--- src/rtl/ps2_host_ctrl.sv ---
// PS/2 host port controller: receives and checks device frames, and sends the
// two-byte LED update (0xED, leds) with ACK/RESEND handling, timeout and retries.
module ps2_host_ctrl #(
  parameter int CLK_HZ     = 50_000_000,
  parameter int INHIBIT_US = 100,
  parameter int TIMEOUT_MS = 20,
  parameter int MAX_RETRY  = 3
) (
  input  logic       clk,
  input  logic       rst_n,
  input  logic       ps2_clk_i,
  input  logic       ps2_data_i,
  output logic       ps2_clk_oe,
  output logic       ps2_data_oe,
  input  logic       led_req,
  input  logic [2:0] led_val,
  output logic       led_busy,
  output logic       led_done,
  output logic       led_err,
  output logic       rx_valid,
  output logic [7:0] rx_byte,
  output logic       rx_perr
);
  localparam int INHIBIT_CYC = CLK_HZ / 1_000_000 * INHIBIT_US;
  localparam int TIMEOUT_CYC = CLK_HZ / 1000 * TIMEOUT_MS;
  localparam int RXCLR_CYC   = CLK_HZ / 1000 * 2;
  localparam logic [7:0] CMD_LED = 8'hED;
  localparam logic [7:0] RSP_ACK = 8'hFA;
  localparam logic [7:0] RSP_NAK = 8'hFE;

  typedef enum logic [2:0] {IDLE, INHIBIT, REQ, TX_BITS, TX_ACK, WAIT_ACK} state_t;
  typedef struct packed {
    logic       good;
    logic [7:0] data;
  } rx_frm_t;

  state_t      state, nxt;
  logic [1:0]  clk_sy, dat_sy;
  logic        clk_prev, fall, dat;
  logic [3:0]  rx_cnt;
  logic [9:0]  rx_sr;
  logic [31:0] rx_idle;
  logic        rx_frz, frame_done, is_hs;
  rx_frm_t     frm;
  logic        pending, byte_sel, tx_drv, ack, fail;
  logic [7:0]  att, cur_byte;
  logic [31:0] tmr;
  logic [2:0]  val_q;
  logic [8:0]  tx_sr;
  logic [3:0]  tx_cnt;

  // Pins idle high, so synchronizers reset to 1 to avoid a phantom edge.
  always_ff @(posedge clk or negedge rst_n) begin
    if (!rst_n) begin
      clk_sy   <= 2'b11;
      dat_sy   <= 2'b11;
      clk_prev <= 1'b1;
    end else begin
      clk_sy   <= {clk_sy[0], ps2_clk_i};
      dat_sy   <= {dat_sy[0], ps2_data_i};
      clk_prev <= clk_sy[1];
    end
  end

  assign fall = clk_prev & ~clk_sy[1];
  assign dat  = dat_sy[1];

  // Receive path; rx_sr holds the first ten bits, dat supplies the stop bit.
  assign rx_frz     = state inside {INHIBIT, REQ, TX_BITS, TX_ACK};
  assign frame_done = fall & ~rx_frz & (rx_cnt == 4'd10);
  assign frm.good   = ~rx_sr[0] & dat & (^rx_sr[9:1]);
  assign frm.data   = rx_sr[8:1];
  assign is_hs      = (frm.data == RSP_ACK) || (frm.data == RSP_NAK);

  always_ff @(posedge clk or negedge rst_n) begin
    if (!rst_n) begin
      rx_cnt   <= '0;
      rx_sr    <= '0;
      rx_idle  <= '0;
      rx_valid <= 1'b0;
      rx_perr  <= 1'b0;
      rx_byte  <= '0;
    end else begin
      rx_valid <= frame_done & frm.good & ~is_hs;
      rx_perr  <= frame_done & ~frm.good;
      if (frame_done && frm.good && !is_hs) rx_byte <= frm.data;
      if (rx_frz) begin
        rx_cnt  <= '0;
        rx_idle <= '0;
      end else if (fall) begin
        rx_idle <= '0;
        rx_sr   <= {dat, rx_sr[9:1]};
        rx_cnt  <= (rx_cnt == 4'd10) ? 4'd0 : rx_cnt + 4'd1;
      end else if (rx_cnt != 4'd0) begin
        if (rx_idle == 32'(RXCLR_CYC - 1)) rx_cnt <= '0;
        else rx_idle <= rx_idle + 32'd1;
      end
    end
  end

  assign cur_byte = byte_sel ? {5'b0, val_q} : CMD_LED;

  always_ff @(posedge clk or negedge rst_n) begin
    if (!rst_n) state <= IDLE;
    else        state <= nxt;
  end

  always_comb begin
    nxt  = state;
    ack  = 1'b0;
    fail = 1'b0;
    unique case (state)
      IDLE:     if (pending && rx_cnt == 4'd0) nxt = INHIBIT;
      INHIBIT:  if (tmr == 32'(INHIBIT_CYC - 1)) nxt = REQ;
      REQ:      nxt = TX_BITS;
      TX_BITS:  if (fall && tx_cnt == 4'd9) nxt = TX_ACK;
      TX_ACK:   if (fall) begin
                  if (dat) fail = 1'b1;
                  else     nxt  = WAIT_ACK;
                end
      WAIT_ACK: if (frame_done) begin
                  if (!frm.good || frm.data == RSP_NAK) fail = 1'b1;
                  else if (frm.data == RSP_ACK)         ack  = 1'b1;
                end
      default:  nxt = IDLE;
    endcase
    // An ACK landing on the expiry cycle still counts.
    if (state inside {REQ, TX_BITS, TX_ACK, WAIT_ACK} &&
        tmr == 32'(TIMEOUT_CYC - 1) && !ack)
      fail = 1'b1;
    if (ack)  nxt = byte_sel ? IDLE : INHIBIT;
    if (fail) nxt = (att <= 8'(MAX_RETRY)) ? INHIBIT : IDLE;
  end

  always_ff @(posedge clk or negedge rst_n) begin
    if (!rst_n) begin
      pending  <= 1'b0;
      byte_sel <= 1'b0;
      att      <= '0;
      tmr      <= '0;
      val_q    <= '0;
      tx_sr    <= '0;
      tx_cnt   <= '0;
      tx_drv   <= 1'b0;
      led_done <= 1'b0;
      led_err  <= 1'b0;
    end else begin
      led_done <= 1'b0;
      led_err  <= 1'b0;
      if (led_req && !pending) pending <= 1'b1;
      // One timer serves both the inhibit hold and the per-attempt timeout.
      if (state == IDLE || (nxt != state && (nxt == INHIBIT || nxt == REQ))) tmr <= '0;
      else tmr <= tmr + 32'd1;
      if (state == IDLE && nxt == INHIBIT) begin
        val_q    <= led_val;
        byte_sel <= 1'b0;
        att      <= 8'd1;
      end
      if (state == REQ) begin
        tx_sr  <= {~^cur_byte, cur_byte};
        tx_cnt <= '0;
        tx_drv <= 1'b1;
      end else if (state == TX_BITS && fall) begin
        tx_drv <= ~tx_sr[0];
        tx_sr  <= {1'b1, tx_sr[8:1]};
        tx_cnt <= tx_cnt + 4'd1;
      end
      if (ack) begin
        if (byte_sel) begin
          led_done <= 1'b1;
          pending  <= 1'b0;
        end else begin
          byte_sel <= 1'b1;
          att      <= 8'd1;
        end
      end
      if (fail) begin
        if (att <= 8'(MAX_RETRY)) att <= att + 8'd1;
        else begin
          led_err <= 1'b1;
          pending <= 1'b0;
        end
      end
    end
  end

  assign led_busy    = pending;
  assign ps2_clk_oe  = (state == INHIBIT);
  assign ps2_data_oe = (state == REQ) || (state == TX_BITS && tx_drv);

endmodule

--- config.mk ---
export PLATFORM = sky130hd
export DESIGN_NAME = ps2_host_ctrl
export DESIGN_NICKNAME = d
export VERILOG_FILES = /design/src/rtl/ps2_host_ctrl.sv
export SDC_FILE = /design/constraint.sdc
export NUM_CORES = 1
export LEC_CHECK = 0
export CAP_MARGIN = 20
export CORE_UTILIZATION = 40
export DETAILED_ROUTE_END_ITERATION = 10
export GPL_ROUTABILITY_DRIVEN = 0
export RECOVER_POWER = 100
export SYNTH_ARGS = -nofsm -noshare
export SYNTH_HDL_FRONTEND = slang
export SYNTH_SLANG_ARGS = --single-unit
--- constraint.sdc ---
create_clock -name clk -period 7 [get_ports clk]
set_input_delay 1.05 -clock clk [delete_from_list [all_inputs] [get_ports clk]]
set_output_delay 1.05 -clock clk [all_outputs]
set_load 0.005 [all_outputs]
# ---- After elaboration in Yosys (flattened, before gate mapping)
# Index checks and enable logic that the tools add are counted.
dict set report totals {
  register_bits 125
  latch_bits 0
  ramBits 0
  romBits 0
  elab_cells 143
  mem_count 0
}
dict set report classes {
  n_addsub 5
  mul 0
  n_div 0
  order_cmp 1
  eq_ne 16
  shift 0
  mux 54
  bitwise 14
  reduce_logical 33
}
# operator n
set op_table {}
lappend op_table {{$mux 32} 5}
lappend op_table {{$add 32x1->32 const B} 2}
lappend op_table {{$mux 8} 6}
lappend op_table {{$eq 32x13->1 const B} 1}
lappend op_table {{$eq 32x17->1 const B} 1}
lappend op_table {{$eq 32x20->1 const B} 1}
lappend op_table {{$mux 4} 7}
lappend op_table {{$mux 1} 25}
lappend op_table {{$mux 3} 7}
lappend op_table {{$mux 9} 2}
lappend op_table {{$pmux 3 s6} 1}
lappend op_table {{$eq 8x8->1 const B} 2}
lappend op_table {{$reduce_bool 4->1} 3}
lappend op_table {{$logic_and 1x1->1} 11}
lappend op_table {{$eq 3x2->1 const B} 3}
lappend op_table {{$reduce_xor 9->1} 1}
lappend op_table {{$add 4x1->4 const B} 2}
lappend op_table {{$add 8x1->8 const B} 1}
lappend op_table {{$and 1x1->1} 8}
lappend op_table {{$eq 4x4->1 const B} 2}
lappend op_table {{$le 8x2->1 const B} 1}
lappend op_table {{$reduce_xnor 8->1} 1}
lappend op_table {{$eq 3x1->1 const B} 2}
lappend op_table {{$eq 3x3->1 const B} 2}
lappend op_table {{other kinds (11)} 26}

# ---- Longest topological paths before layout
# Gate-level depths: netlist of run 1.
dict set report logic_depth {
  word_depth 19
  mapped_depth 10
  mapped_depth_nobuf 8
}

# ---- Worst setup path after synthesis of run 1
# Ideal clock, no wire load.
dict set report synth_path {
  path_kind {reg-to-reg}
  start {register rx_sr[4]}
  end {register att[1]}
  t_arrival_ns 2.319
  slack_ns 4.553
  path_stages_with_launch 9
  path_buffers 1
  period_less_slack_ns 2.447
  path_cell_list {dfrtp_1 -> ha_1 -> xnor3_1 -> xnor2_1 -> and2_1 -> o31ai_2 -> o21ba_1 -> buf_4 -> mux2_1}
}
dict set report synth_between {
  elab_chain_len 18
  word_cells_on_any_way 25
  classes_between {3 x eq/ne; 15 x mux; 1 x bitwise; 6 x reduce/logical}
}
# item line
set synth_rtl {}
lappend synth_rtl {{start: declaration} 41} ;# logic [9:0] rx_sr;
lappend synth_rtl {{start signal: assignment} 92} ;# rx_sr <= {dat, rx_sr[9:1]};
lappend synth_rtl {{$reduce_xor 9->1} 71} ;# assign frm.good = ~rx_sr[0] & dat & (^rx_sr[9:1]);
lappend synth_rtl {{$and 1x1->1} 71}
lappend synth_rtl {{$logic_not 1->1} 122} ;# if (!frm.good || frm.data == RSP_NAK) fail = 1'b1;
lappend synth_rtl {{$logic_or 1x1->1} 122}
lappend synth_rtl {{$mux 1} 122}
lappend synth_rtl {{$mux 1} 121} ;# WAIT_ACK: if (frame_done) begin
lappend synth_rtl {{$mux 1} 112} ;# unique case (state)
lappend synth_rtl {{$logic_not 1->1} 129} ;# tmr == 32'(TIMEOUT_CYC - 1) && !ack)
lappend synth_rtl {{[2 not listed]} --}
lappend synth_rtl {{$mux 3} 132} ;# if (fail) nxt = (att <= 8'(MAX_RETRY)) ? INHIBIT : IDLE;
lappend synth_rtl {{$eq 3x1->1} 154} ;# if (state == IDLE && nxt == INHIBIT) begin
lappend synth_rtl {{$logic_and 1x1->1} 154}
lappend synth_rtl {{$mux 8} 154}
lappend synth_rtl {{$mux 8} 169} ;# if (byte_sel) begin
lappend synth_rtl {{$mux 8} 168} ;# if (ack) begin
lappend synth_rtl {{$mux 8} 178} ;# if (att <= 8'(MAX_RETRY)) att <= att + 8'd1;
lappend synth_rtl {{$mux 8 *} 177} ;# if (fail) begin
lappend synth_rtl {{end signal: assignment} 178}
lappend synth_rtl {{end: declaration} 46} ;# logic [7:0] att, cur_byte;
# Mark *: on every way between the ends. The rest lies on a longest branch, timed or not.
# A chain may end at the register's enable or synchronous reset.

# ---- Worst setup path in the final report of run 1
dict set report layout_path {
  start {register state[0]}
  end {register att[1]}
}
dict set report layout_between {
  elab_chain_len 18
  word_cells_on_any_way 34
  classes_between {6 x eq/ne; 18 x mux; 3 x bitwise; 7 x reduce/logical}
}
# item line
set layout_rtl {}
lappend layout_rtl {{start: declaration} 37} ;# state_t state, nxt;
lappend layout_rtl {{start signal: assignment} 105} ;# else state <= nxt;
lappend layout_rtl {{$eq 3x1->1 (tied with other cells)} {69, 112}}
lappend layout_rtl {{$reduce_bool 4->1} 69} ;# assign rx_frz = state inside {INHIBIT, REQ, TX_BITS, TX_ACK};
lappend layout_rtl {{$not 1->1 (no source line)} --}
lappend layout_rtl {{$and 1x1->1 (2 in a row)} 70} ;# assign frame_done = fall & ~rx_frz & (rx_cnt == 4'd10);
lappend layout_rtl {{$mux 1} 121}
lappend layout_rtl {{$mux 1} 112}
lappend layout_rtl {{$logic_not 1->1} 129}
lappend layout_rtl {{$logic_and 1x1->1} 129}
lappend layout_rtl {{$mux 1} 128} ;# if (state inside {REQ, TX_BITS, TX_ACK, WAIT_ACK} &&
lappend layout_rtl {{$mux 3} 132}
lappend layout_rtl {{$eq 3x1->1} 154}
lappend layout_rtl {{$logic_and 1x1->1} 154}
lappend layout_rtl {{$mux 8} 154}
lappend layout_rtl {{$mux 8} 169}
lappend layout_rtl {{$mux 8} 168}
lappend layout_rtl {{$mux 8} 178}
lappend layout_rtl {{$mux 8 *} 177}
# Marks and branches as above.

==> impl_metrics.json, run 1 <==
{
  "peakVddDrop_uv": 189,
  "period_share_pct": 64.9,
  "fp.dieW_um": 128,
  "grt_use_total_pct": 17.4,
  "dieArea_um2": 16400,
  "async_flop_share_pct": 100,
  "p_sw_share_pct": 22.9,
  "wl_um": 13000,
  "whs_ns": 0.357,
  "grt_first_pass_wirelength_um": 22200,
  "instances_no_fill": 888,
  "slowest_stage": "clkbuf_1",
  "synth-seq-cells": 125,
  "regToRegStartpoint": "state[0]",
  "dp_cells": 856,
  "p_clk_share_pct": 48.6,
  "dr.pass1.iters": 6,
  "synth_top_area_share_pct": 47.2,
  "ys.flop_type": "dfrtp_1",
  "fin_ws_ns": 2.46,
  "start_util_pct": 41.4,
  "timing.slew.headroom_pct": -82.6,
  "cp.required_ns": 7.30,
  "avgSynthCellArea_um2": 9.87,
  "cts.clk_slew.worst_paths_ns": 0.06,
  "hold_viol": 0,
  "worstReg2RegEnd": "att[1]",
  "drc_errors": 0,
  "power_frac_seq_pct": 44.3,
  "power_density_nw_per_um2": 242,
  "synth_cell_types": 59,
  "path_buf_inv": 1,
  "max_stage_delay_ns": 1.20,
  "cts-root-buf": "clkbuf_16",
  "antenna_found_initial": 0,
  "slew_violations": 125,
  "maxCapViolCount": 3,
  "synth-edff-count": 0,
  "crit_chain": "or3_1 -> a21oi_1 -> nand2_1 -> o31ai_1 -> o21ba_1 -> clkbuf_1 -> mux2_1",
  "holdPathEnd": "dat_sy[1]",
  "hp-start": "dat_sy[0]",
  "clock_latency_ns": 0.42,
  "cts_tree": "built",
  "vias": 4768,
  "diodes": 0,
  "status": "finished, violations left",
  "io_buffers": 22,
  "die_h_um": 128,
  "nets": 686,
  "synth_common_cells": "120 x dfrtp_1, 75 x nand2_1, 51 x nor2_1, 51 x xnor2_1, 45 x nor3_1",
  "cts-resized-gates": 0,
  "synth_nets": 665,
  "finalSetupViolCount": 0,
  "syn_to_final_growth_pct": 15.1,
  "post-cts-setup-buffers": 0,
  "path_max_fanout": 36,
  "dpl.hpwl_um": 8460,
  "first_global_vias": 4698,
  "hold_buffers": 0,
  "synth.most_common_cell": "dfrtp_1",
  "synth_top_cells_by_area": "dfrtp_1 47%, xnor2_1 7.0%, nand2_1 4.4%",
  "worstMarginPinSlew_ns": 2.74,
  "core_region_area_um2": 15400,
  "cp-end-kind": "flip-flop",
  "rsz0062_at_grt": "false",
  "arrival_ns": 4.84,
  "cts_htree_levels": 4,
  "ys_warn_count": 0,
  "overflow": 0,
  "p_switching_w": 0.000406,
  "drive_above_1_share_pct": 9.16,
  "r2r_slack_ns": 2.46,
  "power.total_w": 0.00177,
  "clk_path_buf_depth": 2,
  "finalClockSkew_ns": 0.00735,
  "start_kind": "flip-flop",
  "drtIter0Drc": 284,
  "cts_sinks": 125,
  "critPathTopFamily": "compound AO/OA/AOI/OAI gates",
  "rows": 45,
  "min_delay_path_depth": 0,
  "syn_inst": 644,
  "ff2ff_path_depth": 7,
  "worstSetupPathType": "reg -> reg",
  "ys_seq_area_share_pct": 49.3,
  "violations": "capacitance limit, slew limit",
  "hold_class": "reg -> reg",
  "fmax_mhz": 220,
  "final_antenna_net_count": 0,
  "p_leak_nw": 3.05,
  "synth_area_um2": 6360,
  "synth_area_leader_cell": "dfrtp_1",
  "p_int_w": 0.00136,
  "dp_slack_ns": 4.08,
  "tns_ns": 0,
  "cts_buffers": 17,
  "grt_max_degree": 76,
  "min_period_ns": 4.54,
  "wire_per_inst_um": 14.7,
  "num_io_pins": 23,
  "p_comb_share_pct": 7.1,
  "vias_per_cell": 5.37
}
layout by cell type (no fill, tap or decap), types with 3 or more instances in the layout:
cell | netlist | final
clkbuf_1 | 18 | 8
nor2_1 | 51 | 51
nor4_1 | 15 | 15
nor3b_1 | 5 | 5
nand4_1 | 20 | 20
o22ai_1 | 6 | 6
and4_1 | 12 | 12
and2_1 | 14 | 8
nand2_1 | 75 | 75
nor3_1 | 45 | 45
nor4bb_1 | 3 | 3
xnor2_1 | 51 | 51
and3_1 | 8 | 8
clkbuf_8 | 0 | 4
clkinv_2 | 0 | 4
and2_0 | 0 | 6
o21ai_0 | 27 | 28
or4_1 | 3 | 3
ha_1 | 13 | 13
mux2_2 | 17 | 17
nor2b_1 | 3 | 3
dlygate4sd3_1 | 0 | 17
nor4b_1 | 9 | 9
a21oi_1 | 16 | 17
a31oi_1 | 4 | 4
xor2_1 | 9 | 9
clkbuf_16 | 0 | 17
or3_1 | 5 | 6
dfrtp_1 | 120 | 120
nand3_1 | 19 | 19
clkdlybuf4s50_1 | 0 | 4
inv_1 | 22 | 22
dfstp_2 | 5 | 4
cell families after synthesis:
logic type                 share of synthesized area, %
AOI/OAI and AO/OA                                  6.61
xor gates and xnor gates                           8.62
adders and majority gates                          2.56
buffers and inverters                              3.48
DFF                                                49.3
muxes                                              3.50
and+or+nand+nor                                    25.9
worst reg2reg max path: stages (launching register included):
cell and delay [ns]:
dfrtp_1 0.54, or3_1 0.43, a21oi_1 1.01, nand2_1 0.18
o31ai_1 0.46, o21ba_1 0.19, clkbuf_1 1.20, mux2_1 0.41
metal layers:
layer	vias up	routed length (µm)	GRT usage (%)
met3	14	405	4.72
met5	-	0	0
met4	0	172	7.13
li1	2313	-	-
met1	2367	6250	22.9
met2	74	6190	27.0
state kept, by name, summed over array words and instances, names as in the netlist, 2 cells and up:
register,count
rx_idle,32
tmr,32
rx_sr,10
tx_sr,9
att,8
rx_byte,8
rx_cnt,4
tx_cnt,4
state,3
val_q,3
clk_sy,2
dat_sy,2
worst max path at each step:
stage / start / end / cells past startpoint
5_1_grt: state[0] / att[1] / 7
6_report: state[0] / att[1] / 7
3_3_place_gp: state[0] / att[1] / 7
4_1_cts: state[0] / ps2_clk_oe / 3
2_1_floorplan: rx_sr[4] / att[1] / 8
3_5_place_dp: state[0] / att[1] / 7
power groups by stage:
stage               clock network, W  registers [W]  logic [W]
global placement                   0       0.000794   0.000124
global route                0.000913       0.000789   0.000143
floorplan                          0       0.000787  0.0000920
finish                      0.000860       0.000784   0.000125
CTS                         0.000880       0.000784   0.000128
detailed placement                 0       0.000796   0.000127
layout make-up:
cell class,count,area (µm²)
Clock inverter,7,87.6
Fill cell,1411,8060
Multi-Input combinational cell,470,2980
Inverter,22,82.6
Timing Repair Buffer,29,272
Sequential cell,125,3130
Clock buffer,24,492
Tap cell,211,264
through the flow:
| stage | instance area (µm²) | util, % |
|---|---|---|
| 2_1_floorplan | 6360 | - |
| 3_3_place_gp | 6750 | 43.9 |
| 3_5_place_dp | 6750 | 43.9 |
| 4_1_cts | 7330 | 47.7 |
| 5_1_grt | 7320 | 47.6 |
| 6_report | 7320 | 47.6 |
Note: power is estimated with default switching activity, not from simulation.
==> run 2: changes to the inputs <==
==> constraint.sdc (replaced) <==
create_clock -name clk -period 4.6 [get_ports clk]
set_input_delay 0.69 -clock clk [delete_from_list [all_inputs] [get_ports clk]]
set_output_delay 0.69 -clock clk [all_outputs]
set_load 0.005 [all_outputs]
==> run 2 against run 1 <==
Net effect: the flow still finishes with violations (capacitance limit, slew limit); final cell count is 0.23% higher; sequential power is 52% higher; register-to-register slack worse by 0.96 ns; global-route usage is 0.22 points higher; critical path type is now in -> async; largest cell class unchanged; largest power group unchanged; highest routed layer unchanged.
==> impl_metrics.json, run 2 (synthesis gave the netlist of run 1 again) <==
{
  "cp-end-kind": "async pin",
  "cts_buffers": 17,
  "cts.clk_slew.worst_paths_ns": 0.05,
  "diodes": 0,
  "rsz0062_at_grt": "false",
  "cts_htree_levels": 4,
  "fillers": 1398,
  "maxCapViolCount": 1,
  "grt_max_degree": 62,
  "period_share_pct": 67.7,
  "finalClockSkew_ns": 0.00767,
  "nets": 687,
  "start_util_pct": 41.4,
  "grt_first_pass_wirelength_um": 22700,
  "cts-resized-gates": 0,
  "path_buf_inv": 2,
  "hold_buffers": 0,
  "io_buffers": 22,
  "num_io_pins": 23,
  "layout_commonest_cell": "dfrtp_1",
  "timing.slew.headroom_pct": -62.9,
  "drive_above_1_share_pct": 10.3,
  "slowest_stage": "clkbuf_1",
  "core_region_area_um2": 15400,
  "cts-root-buf": "clkbuf_16",
  "dp_slack_ns": 1.66,
  "worstMarginPinSlew_ns": 2.44,
  "place_area_um2": 6760,
  "cts_tree": "built",
  "drc_errors": 0,
  "final_antenna_net_count": 0,
  "r2r_slack_ns": 1.50,
  "first_global_vias": 4710,
  "rows": 45,
  "tns_ns": 0,
  "start_kind": "input port",
  "drtIter0Drc": 296,
  "worstSetupPathType": "in -> async",
  "post-cts-setup-buffers": 0,
  "finish.instance_area_um2": 7400,
  "final_cell_mix": "120 x dfrtp_1, 75 x nand2_1, 51 x nor2_1, 51 x xnor2_1, 45 x nor3_1",
  "finalSetupViolCount": 0,
  "clk_path_buf_depth": 2,
  "clock_latency_ns": 0.42,
  "vias": 4766,
  "power_density_nw_per_um2": 387,
  "p_leak_nw": 3.07,
  "dpl.hpwl_um": 8470,
  "max_stage_delay_ns": 1.79,
  "crit_chain": "buf_4 -> clkbuf_1",
  "crit_cells": 2,
  "ff2ff_path_depth": 7,
  "path_max_fanout": 61,
  "hold_class": "in -> async",
  "whs_ns": 0.352,
  "dieArea_um2": 16400,
  "wire_per_inst_um": 14.6,
  "arrival_ns": 3.12,
  "die_h_um": 128,
  "peakVddDrop_uv": 319,
  "fp.dieW_um": 128,
  "regToRegStartpoint": "state[0]",
  "vias_per_cell": 5.36,
  "min_period_ns": 3.11,
  "grt_use_total_pct": 17.6,
  "overflow": 0,
  "cp.required_ns": 4.61,
  "top_regs": "rx_idle x32, tmr x32, rx_sr x10",
  "hold_viol": 0,
  "status": "finished, violations left",
  "worstReg2RegEnd": "att[1]",
  "antenna_found_initial": 0,
  "wl_um": 13000,
  "critPathTopFamily": "buffers and inverters",
  "slew_violations": 48,
  "fmax_mhz": 321,
  "cts_sinks": 125,
  "syn_to_final_growth_pct": 16.4,
  "dr.pass1.iters": 4,
  "violations": "capacitance limit, slew limit",
  "fin_ws_ns": 1.49
}
-- run 2: cell types whose count changed in the layout (fill, tap and decap cells not counted), moves of 2 or more --
cell | before | now
buf_4 | 2 | 5
bufinv_16 | 2 | 5
clkbuf_1 | 8 | 4
clkbuf_8 | 4 | 1
clkinv_2 | 4 | 2
clkinvlp_4 | 1 | 5
inv_6 | 0 | 2
-- run 2: final cells by class --
type                            instances  area [µm²]  area share (%)
Clock buffer                           18         439            5.94
Inverter                               22        82.6            1.12
Timing Repair Buffer                   30         263            3.55
Multi-Input combinational cell        470        3000            40.5
Tap cell                              211         264            3.57
Clock inverter                         14         215            2.91
Sequential cell                       125        3130            42.4
-- run 2: metrics by stage --
stage | instances | utilization, % | power, W
after floorplan | 644 | - | 0.00134
after global placement | 857 | 44.0 | 0.00140
after detailed placement | 857 | 44.0 | 0.00141
after CTS | 889 | 48.2 | 0.00290
after global routing | 890 | 48.1 | 0.00298
final | 890 | 48.1 | 0.00286
-- run 2: routing by layer --
metal | up-vias | global-route usage (%) | part of all wire, %
met5 | - | 0 | 0
met4 | 0 | 6.02 | 1.1
met3 | 11 | 4.55 | 3.4
met2 | 73 | 28.1 | 48
met1 | 2360 | 23.2 | 48
li1 | 2322 | - | -
-- run 2: worst max path at each step --
stage	slack [ns]	to	startpoint
after detailed placement	1.66	att[1]	state[0]
after global routing	0.76	rx_byte[5]	rst_n
final	1.49	rx_byte[5]	rst_n
after CTS	1.59	ps2_clk_oe	state[0]
after floorplan	2.15	att[1]	rx_sr[4]
after global placement	1.70	att[1]	state[0]
-- run 2: where the power goes --
part	switching, W	internal [W]
Sequential	0.0000477	0.00114
Combinational	0.000112	0.0000821
Clock	0.000500	0.000976
